[src/rtl/crack_pair_ctrl.sv]
// Dual ARC4 crack-engine controller: shared launch, round-robin ct_mem arbiter, first-valid-key collection.
// Optional arbitration conflict counter enabled by `define CRACK_PAIR_STALL_CNT_EN.
//
// state      | meaning
// -----------+-----------------------------------------------------------
// S_IDLE     | rdy=1, waiting for en; last result held on key/key_valid
// S_LAUNCH   | waiting for both engines idle, then pulse en0/en1
// S_WAITBUSY | waiting for both engines to drop rdy
// S_RUN      | engines searching; first finisher with a valid key wins
// S_DRAIN    | result fixed; waiting for the other engine to go idle

module crack_pair_ctrl #(
   parameter int ADDR_W = 8,
   parameter int DATA_W = 8,
   parameter int KEY_W  = 24
) (
   input  logic              clk,
   input  logic              rst,
   input  logic              en,
   output logic              rdy,
   output logic [KEY_W-1:0]  key,
   output logic              key_valid,
   output logic              en0,
   output logic              en1,
   input  logic              rdy0,
   input  logic              rdy1,
   input  logic [KEY_W-1:0]  key0,
   input  logic [KEY_W-1:0]  key1,
   input  logic              kv0,
   input  logic              kv1,
   input  logic              req0,
   input  logic              req1,
   input  logic [ADDR_W-1:0] addr0,
   input  logic [ADDR_W-1:0] addr1,
   output logic              gnt0,
   output logic              gnt1,
   output logic              vld0,
   output logic              vld1,
   output logic [DATA_W-1:0] ct_rddata,
   output logic [ADDR_W-1:0] mem_addr,
   input  logic [DATA_W-1:0] mem_q,
   output logic [15:0]       stall_cnt
);

   typedef enum logic [2:0] {
      S_IDLE,
      S_LAUNCH,
      S_WAITBUSY,
      S_RUN,
      S_DRAIN
   } state_t;

   state_t             state;
   state_t             state_nxt;
   logic [KEY_W-1:0]   key_nxt;
   logic               key_valid_nxt;
   logic               en_pulse;
   logic               en_pulse_nxt;
   logic               done0;
   logic               done1;
   logic               done0_nxt;
   logic               done1_nxt;
   logic               fin0;
   logic               fin1;
   logic               start_run;

   logic               last;
   logic [ADDR_W-1:0]  mem_addr_q;

   // An engine finishes on the first RUN cycle in which its rdy is seen high.
   assign fin0      = rdy0 & ~done0;
   assign fin1      = rdy1 & ~done1;
   assign start_run = (state == S_IDLE) & en;

   always_ff @(posedge clk or posedge rst) begin
      if (rst) begin
         state     <= S_IDLE;
         key       <= '0;
         key_valid <= 1'b0;
         en_pulse  <= 1'b0;
         done0     <= 1'b0;
         done1     <= 1'b0;
      end else begin
         state     <= state_nxt;
         key       <= key_nxt;
         key_valid <= key_valid_nxt;
         en_pulse  <= en_pulse_nxt;
         done0     <= done0_nxt;
         done1     <= done1_nxt;
      end
   end

   always_comb begin
      state_nxt     = state;
      key_nxt       = key;
      key_valid_nxt = key_valid;
      en_pulse_nxt  = 1'b0;
      done0_nxt     = done0;
      done1_nxt     = done1;
      case (state)
         S_IDLE: begin
            if (en) begin
               key_nxt       = '0;
               key_valid_nxt = 1'b0;
               state_nxt     = S_LAUNCH;
            end
         end
         S_LAUNCH: begin
            if (rdy0 && rdy1) begin
               en_pulse_nxt = 1'b1;
               state_nxt    = S_WAITBUSY;
            end
         end
         S_WAITBUSY: begin
            done0_nxt = 1'b0;
            done1_nxt = 1'b0;
            if (!rdy0 && !rdy1) begin
               state_nxt = S_RUN;
            end
         end
         S_RUN: begin
            done0_nxt = done0 | fin0;
            done1_nxt = done1 | fin1;
            // Engine 0 is checked first so it wins a same-cycle tie.
            if (fin0 && kv0) begin
               key_nxt       = key0;
               key_valid_nxt = 1'b1;
               state_nxt     = S_DRAIN;
            end else if (fin1 && kv1) begin
               key_nxt       = key1;
               key_valid_nxt = 1'b1;
               state_nxt     = S_DRAIN;
            end else if ((done0 || fin0) && (done1 || fin1)) begin
               key_valid_nxt = 1'b0;
               state_nxt     = S_DRAIN;
            end
         end
         S_DRAIN: begin
            if (rdy0 && rdy1) begin
               state_nxt = S_IDLE;
            end
         end
         default: begin
            state_nxt = S_IDLE;
         end
      endcase
   end

   assign rdy = (state == S_IDLE);
   assign en0 = en_pulse;
   assign en1 = en_pulse;

   // Round-robin: last=1 means engine 1 was granted most recently, so engine 0 wins a tie.
   assign gnt0 = ~rst & req0 & (~req1 | last);
   assign gnt1 = ~rst & req1 & (~req0 | ~last);

   always_comb begin
      mem_addr = mem_addr_q;
      if (gnt0) begin
         mem_addr = addr0;
      end else if (gnt1) begin
         mem_addr = addr1;
      end
   end

   always_ff @(posedge clk or posedge rst) begin
      if (rst) begin
         last       <= 1'b1;
         mem_addr_q <= '0;
         vld0       <= 1'b0;
         vld1       <= 1'b0;
      end else begin
         mem_addr_q <= mem_addr;
         vld0       <= gnt0;
         vld1       <= gnt1;
         if (gnt0) begin
            last <= 1'b0;
         end else if (gnt1) begin
            last <= 1'b1;
         end
      end
   end

   assign ct_rddata = mem_q;

`ifdef CRACK_PAIR_STALL_CNT_EN
   logic [15:0] stall_q;

   always_ff @(posedge clk or posedge rst) begin
      if (rst) begin
         stall_q <= '0;
      end else if (start_run) begin
         stall_q <= '0;
      end else if (req0 && req1 && (stall_q != 16'hFFFF)) begin
         stall_q <= stall_q + 16'd1;
      end
   end

   assign stall_cnt = stall_q;
`else
   assign stall_cnt = 16'd0;
`endif

endmodule
[config.mk]
export PLATFORM = sky130hd
export DESIGN_NAME = crack_pair_ctrl
export DESIGN_NICKNAME = d
export VERILOG_FILES = /design/src/rtl/crack_pair_ctrl.sv
export SDC_FILE = /design/constraint.sdc
export NUM_CORES = 1
export LEC_CHECK = 0
export ABC_AREA = 1
export BUFFER_PORTS_ARGS = -buffer_cell sky130_fd_sc_hd__buf_2
export CAP_MARGIN = 20
export CORE_MARGIN = 2
export CORE_UTILIZATION = 47
export DETAILED_ROUTE_END_ITERATION = 10
export MAX_ROUTING_LAYER = met4
export PLACE_DENSITY = 0.86
export SLEW_MARGIN = 20
export SYNTH_ARGS = -nofsm -noshare
export SYNTH_HDL_FRONTEND = slang
export SYNTH_SLANG_ARGS = --single-unit
[constraint.sdc]
create_clock -name clk -period 3.45 [get_ports clk]
set_input_delay 0.1725 -clock clk [delete_from_list [all_inputs] [get_ports clk]]
set_output_delay 0.1725 -clock clk [all_outputs]
set_load 0.01 [all_outputs]
### Word level (Yosys, flattened, before mapping)

Index checks and enable logic that the tools add are counted.

| cells by class | value |
|---|---|
| eq/ne operators | 10 |
| muxes and demuxes | 25 |
| bitwise gates (word level) | 16 |
| reductions and logical operators | 16 |

Operators with widths:

| cell | count |
|---|---|
| two-way mux 24 bit | 3 |
| one-hot mux 24 bit (2 select lines) | 1 |
| two-way mux 3 bit | 7 |
| two-way mux 8 bit | 2 |
| one-hot mux 3 bit (5 select lines) | 1 |
| two-way mux 1 bit | 8 |
| inequality test 2 bit (second input constant) | 4 |
| AND 1 bit | 6 |
| == test 3 x 2 -> 1 bit (second input constant) | 2 |
| NOT 1 bit | 6 |
| one-hot mux 1 bit (2 select lines) | 3 |
| AND reduction 3 bit | 2 |
| nonzero test 2 bit | 3 |
| logical AND 1 bit | 5 |
| AND reduction 5 bit | 1 |
| inequality test 4 bit (second input constant) | 1 |
| OR 1 bit | 4 |
| == test 3 x 1 -> 1 bit (second input constant) | 1 |
| == test 3 bit (second input constant) | 1 |
| zero test 3 bit | 1 |
| inequality test 3 bit (second input constant) | 1 |
| zero test 1 bit | 2 |
| logical OR 1 bit | 2 |

| word-level totals | value |
|---|---|
| flip-flop bits (word level) | 42 |
| bits of input ports | 81 |
| output and inout port bits | 64 |
| logic and storage cells | 77 |

### Depth between registers and ports, before layout

| depth | value |
|---|---|
| word-level depth | 8 |
| gate-level depth with buffers | 10 |
| gate-level depth less buffers | 8 |

### Least setup slack after synthesis

OpenSTA, ideal clock, no wires.

| path | value |
|---|---|
| path kind | input to output |
| from | input port rst |
| to | output port mem_addr[0] |
| arrival | 2156 ps |
| data required time | 3277 ps |
| slack | 1122 ps |
| stages on the path | 5 |
| path buffers | 0 |
| cell sequence | inv_1 nand3_1 clkinv_1 nand2_1 a31oi_1 |

| between the ends | value |
|---|---|
| cells in the longest elaborated chain, start to end | 5 |
| elaborated cells between the ends (all ways) | 7 |
| those cells by class | mux: 2; bitwise: 5 |

Ends and longest elaborated chain:

| what | RTL line | text |
|---|---|---|
| from (decl) | 18 | `input logic rst,` |
| NOT 1 bit | 155 | `assign gnt1 = ~rst & req1 & (~req0 \| ~last);` |
| AND 1 bit (2 in a row) | 155 |  |
| named net gnt1 | 36 | `output logic gnt1,` |
| two-way mux 8 bit | 161 | `end else if (gnt1) begin` |
| two-way mux 8 bit | 159 | `if (gnt0) begin` |
| to (decl) | 40 | `output logic [ADDR_W-1:0] mem_addr,` |

The timed path passes the listed nets, and every way through them passes these cells.

### Final worst setup path

| path | value |
|---|---|
| from | register state[2] |
| to | register key[8] |

| between the ends | value |
|---|---|
| cells in the longest elaborated chain, start to end | 3 |
| elaborated cells between the ends (all ways) | 7 |
| those cells by class | eq/ne: 3; mux: 1; reduce/logical: 3 |

Ends and longest elaborated chain:

| what | RTL line | text |
|---|---|---|
| from (decl) | 53 | `state_t state;` |
| from (signal assigned) | 84 | `state <= state_nxt;` |
| == test 3 x 2 -> 1 bit / zero test 3 bit (equally long branches) | 100 | `case (state)` |
| inequality test 3 bit (no line), or another cell as far along | n/a |  |
| AND reduction 3 bit (no line) | n/a |  |
| to (signal assigned) | 85 | `key <= key_nxt;` |
| to (decl) | 21 | `output logic [KEY_W-1:0] key,` |

Several ways; a longest one is shown, not always the timed one.
A chain may end at the register's enable or synchronous reset.

==> impl_metrics.yaml <==
sta:
  fin_crit_ns: 2.21
  worst_slew_pin_slew_ns: 0.830
  final.setup.tns_ns: 0
  timing.max_slew.rel_slack_pct: 44.5
  finalHoldViolCount: 0
  setup_viol: 0
  rsz0062_at_grt: "no"
  max_freq_mhz: 453
  skew_ns: 0.00323
  slew_viol_final: 0
  fin_crit_sh_pct: 64.0
global_route:
  grt_overflow: 0
  gr-usage-all-layers_pct: 19.1
  grt_max_degree: 50
  antenna_found_initial: 0
  grt_pass1_vias: 2136
  grt_pass1_wl_mm: 8.91
power_and_ir_drop:
  power.switching_uw: 955
  p_leak_uw: 0.00180
  internal_power_uw: 1210
  swShare_pct: 44.1
  ir_worst_vdd_mv: 0.357
  seqPwrFrac_pct: 37.1
  powerDensity_mw_per_mm2: 723
  pwr-share-clk_pct: 15.2
  p_comb_share_pct: 47.7
worst_setup_path:
  worst_setup_path_end_kind: "flop"
  rr_endpoint: "key[8]"
  required_ns: 3.66
  cp-start-kind: "flop"
  crit_type: "reg -> reg"
  regToRegStartpoint: "state[2]"
  worst-path-max-fanout: 48
  reg2reg_setup_slack_ns: 1.24
  timing.reg2reg.worst_path_depth: 7
  crit_arrival_ns: 2.42
hold_path:
  worst_hold_path_type: "in -> async"
floorplan:
  dieHeight_um: 76.1
  die_w_um: 76.1
  floorplan.rows: 26
  initial_utilization_pct: 48.2
  dieArea_mm2: 0.00580
  pin_count: 145
  core-area_mm2: 0.00507
logic_synthesis:
  syn_area_mm2: 0.00245
  synth-seq-area-share_pct: 43.0
  synth.avg_cell_area_um2: 6.99
  synthSimpleGateAreaFrac_pct: 29.5
  synth_mux_area_share_pct: 0
  synthAdderAreaFrac_pct: 0
  yosys_warnings: 0
  synthXorXnorAreaFrac_pct: 0
  synth-compound-area-share_pct: 9.72
  synth_top_family_by_area: "simple AND/OR/NAND/NOR gates"
  synth_cells: 350
  synth-seq-cells: 42
  ys_types: 26
flow_run:
  drv_cap: 0
cts:
  cts_inserted_buffers: 5
  cts-root-buf: "clkbuf_8"
  cts-htree-levels: 2
  postCtsHoldBufs: 0
  post_cts_resized: 0
  cts_tree: "done"
  post_cts_buffers: 0
  cts.path.max_buffers: 2
  clk_pin_slew_worst_paths_ns: 0.08
  clock-sinks: 42
  clk_latency_ns: 0.29
drt:
  via_per_inst: 4.49
  dr_total_vias: 2332
  drtIter0Drc: 122
  routedWlPerCell_um: 10.4
  drc_errors: 0
  wirelength_mm: 5.38
  dr.pass1.iters: 4
  route.antenna.remaining_nets: 0
final_layout:
  diodes: 0
  fin_util_pct: 59.0
  finalInstanceArea_mm2: 0.00300
  nFillCells: 486
  nets: 529
  final_layout_size_suffix_gt1_share_pct: 30.1
  layout_common_cells: "buf_2 (112), nand2_1 (108), nor2_1 (65)"
  final_common_cell: "buf_2"
  syn2layout_area_growth_pct: 22.5
place:
  dp.final_hpwl_mm: 4.08
  gp_congestion: 0.901
  placed_area_mm2: 0.00290
  numPortBuffers: 112
outcome:
  status: "completed"
[critical path, cell delays in order, from the launching register on]
cell	delay [ns]
dfrtp_1	0.42
inv_1	0.12
nand3_1	0.41
inv_1	0.23
nand2_1	0.09
nand2_2	0.61
nand2_1	0.15
o21ai_2	0.09
[worst max-delay path by stage]
stage / endpoint / from
4_1_cts: key[8] / state[2]
3_5_place_dp: key[8] / state[2]
2_1_floorplan: mem_addr[0] / rst
3_3_place_gp: key[5] / state[2]
5_1_grt: key[22] / state[2]
6_report: key[8] / state[2]
[cell usage after synthesis, drive strengths merged]
| library cell | n | share of area [%] |
|---|---|---|
| nand3b | 1 | 0.31 |
| a21oi | 2 | 0.41 |
| dfstp | 1 | 1.1 |
| clkinv | 1 | 0.15 |
| nand3 | 8 | 1.6 |
| nand2 | 109 | 17 |
| a31oi | 9 | 2.3 |
| buf | 37 | 11 |
| nor2 | 66 | 10 |
| clkbuf | 2 | 0.31 |
| o21ai | 28 | 6.5 |
| conb | 1 | 0.15 |
| dfrtp | 41 | 42 |
| o22ai | 2 | 0.51 |
| inv | 40 | 6.1 |
| nand4 | 1 | 0.26 |
| or2 | 1 | 0.26 |
[metrics by stage]
stage                     worst slack (ns)  total power [uW]  hold slack [ns]  cells
after global placement                1.34              1810            0.345    511
after detailed placement              1.23              1850            0.345    511
after CTS                             1.25              2180           0.0418    519
after global routing                 0.957              2360           0.0849    519
final                                 1.24              2170           0.0346    519
after floorplan                       1.12              1600            0.316    365
[power groups by stage]
| stage | clock network [uW] | registers [uW] | logic [uW] |
|---|---|---|---|
| after floorplan | 0 | 866 | 738 |
| after CTS | 338 | 803 | 1040 |
| after global routing | 359 | 829 | 1180 |
| after detailed placement | 0 | 810 | 1040 |
| after global placement | 0 | 807 | 999 |
| final | 328 | 805 | 1030 |
[metal layers]
metal | up-vias | wire, um | track usage [%]
li1 | 1217 | - | -
met1 | 993 | 2280 | 21.8
met2 | 118 | 2630 | 34.3
met3 | 4 | 447 | 4.50
met4 | 0 | 21 | 4.55
met5 | - | 0 | -
[registers in the layout (all words and copies together) (netlist names)]
name,cells
vld0,1
done1,1
key,24
en0,1
state,3
last,1
mem_addr_q,8
key_valid,1
done0,1
vld1,1
[cells by family (layout without fill, tap and decap cells)]
logic type,after synthesis,after routing
and+or+nand+nor,186,186
buffers and inverters,80,164
DFF,42,42
AOI/OAI and AO/OA,41,41
other,1,16
[cell type report]
type                            instances  area [um^2]  share of cell area (%)
Inverter                               41          154                    5.14
Tap cell                               70         87.6                    2.92
Multi-Input combinational cell        243         1020                    34.2
Timing Repair Buffer                  115          583                    19.5
Clock inverter                          2         12.5                   0.418
Clock buffer                            6         82.6                    2.76
Sequential cell                        42         1050                    35.1
Note: power is estimated with default switching activity, not from simulation.
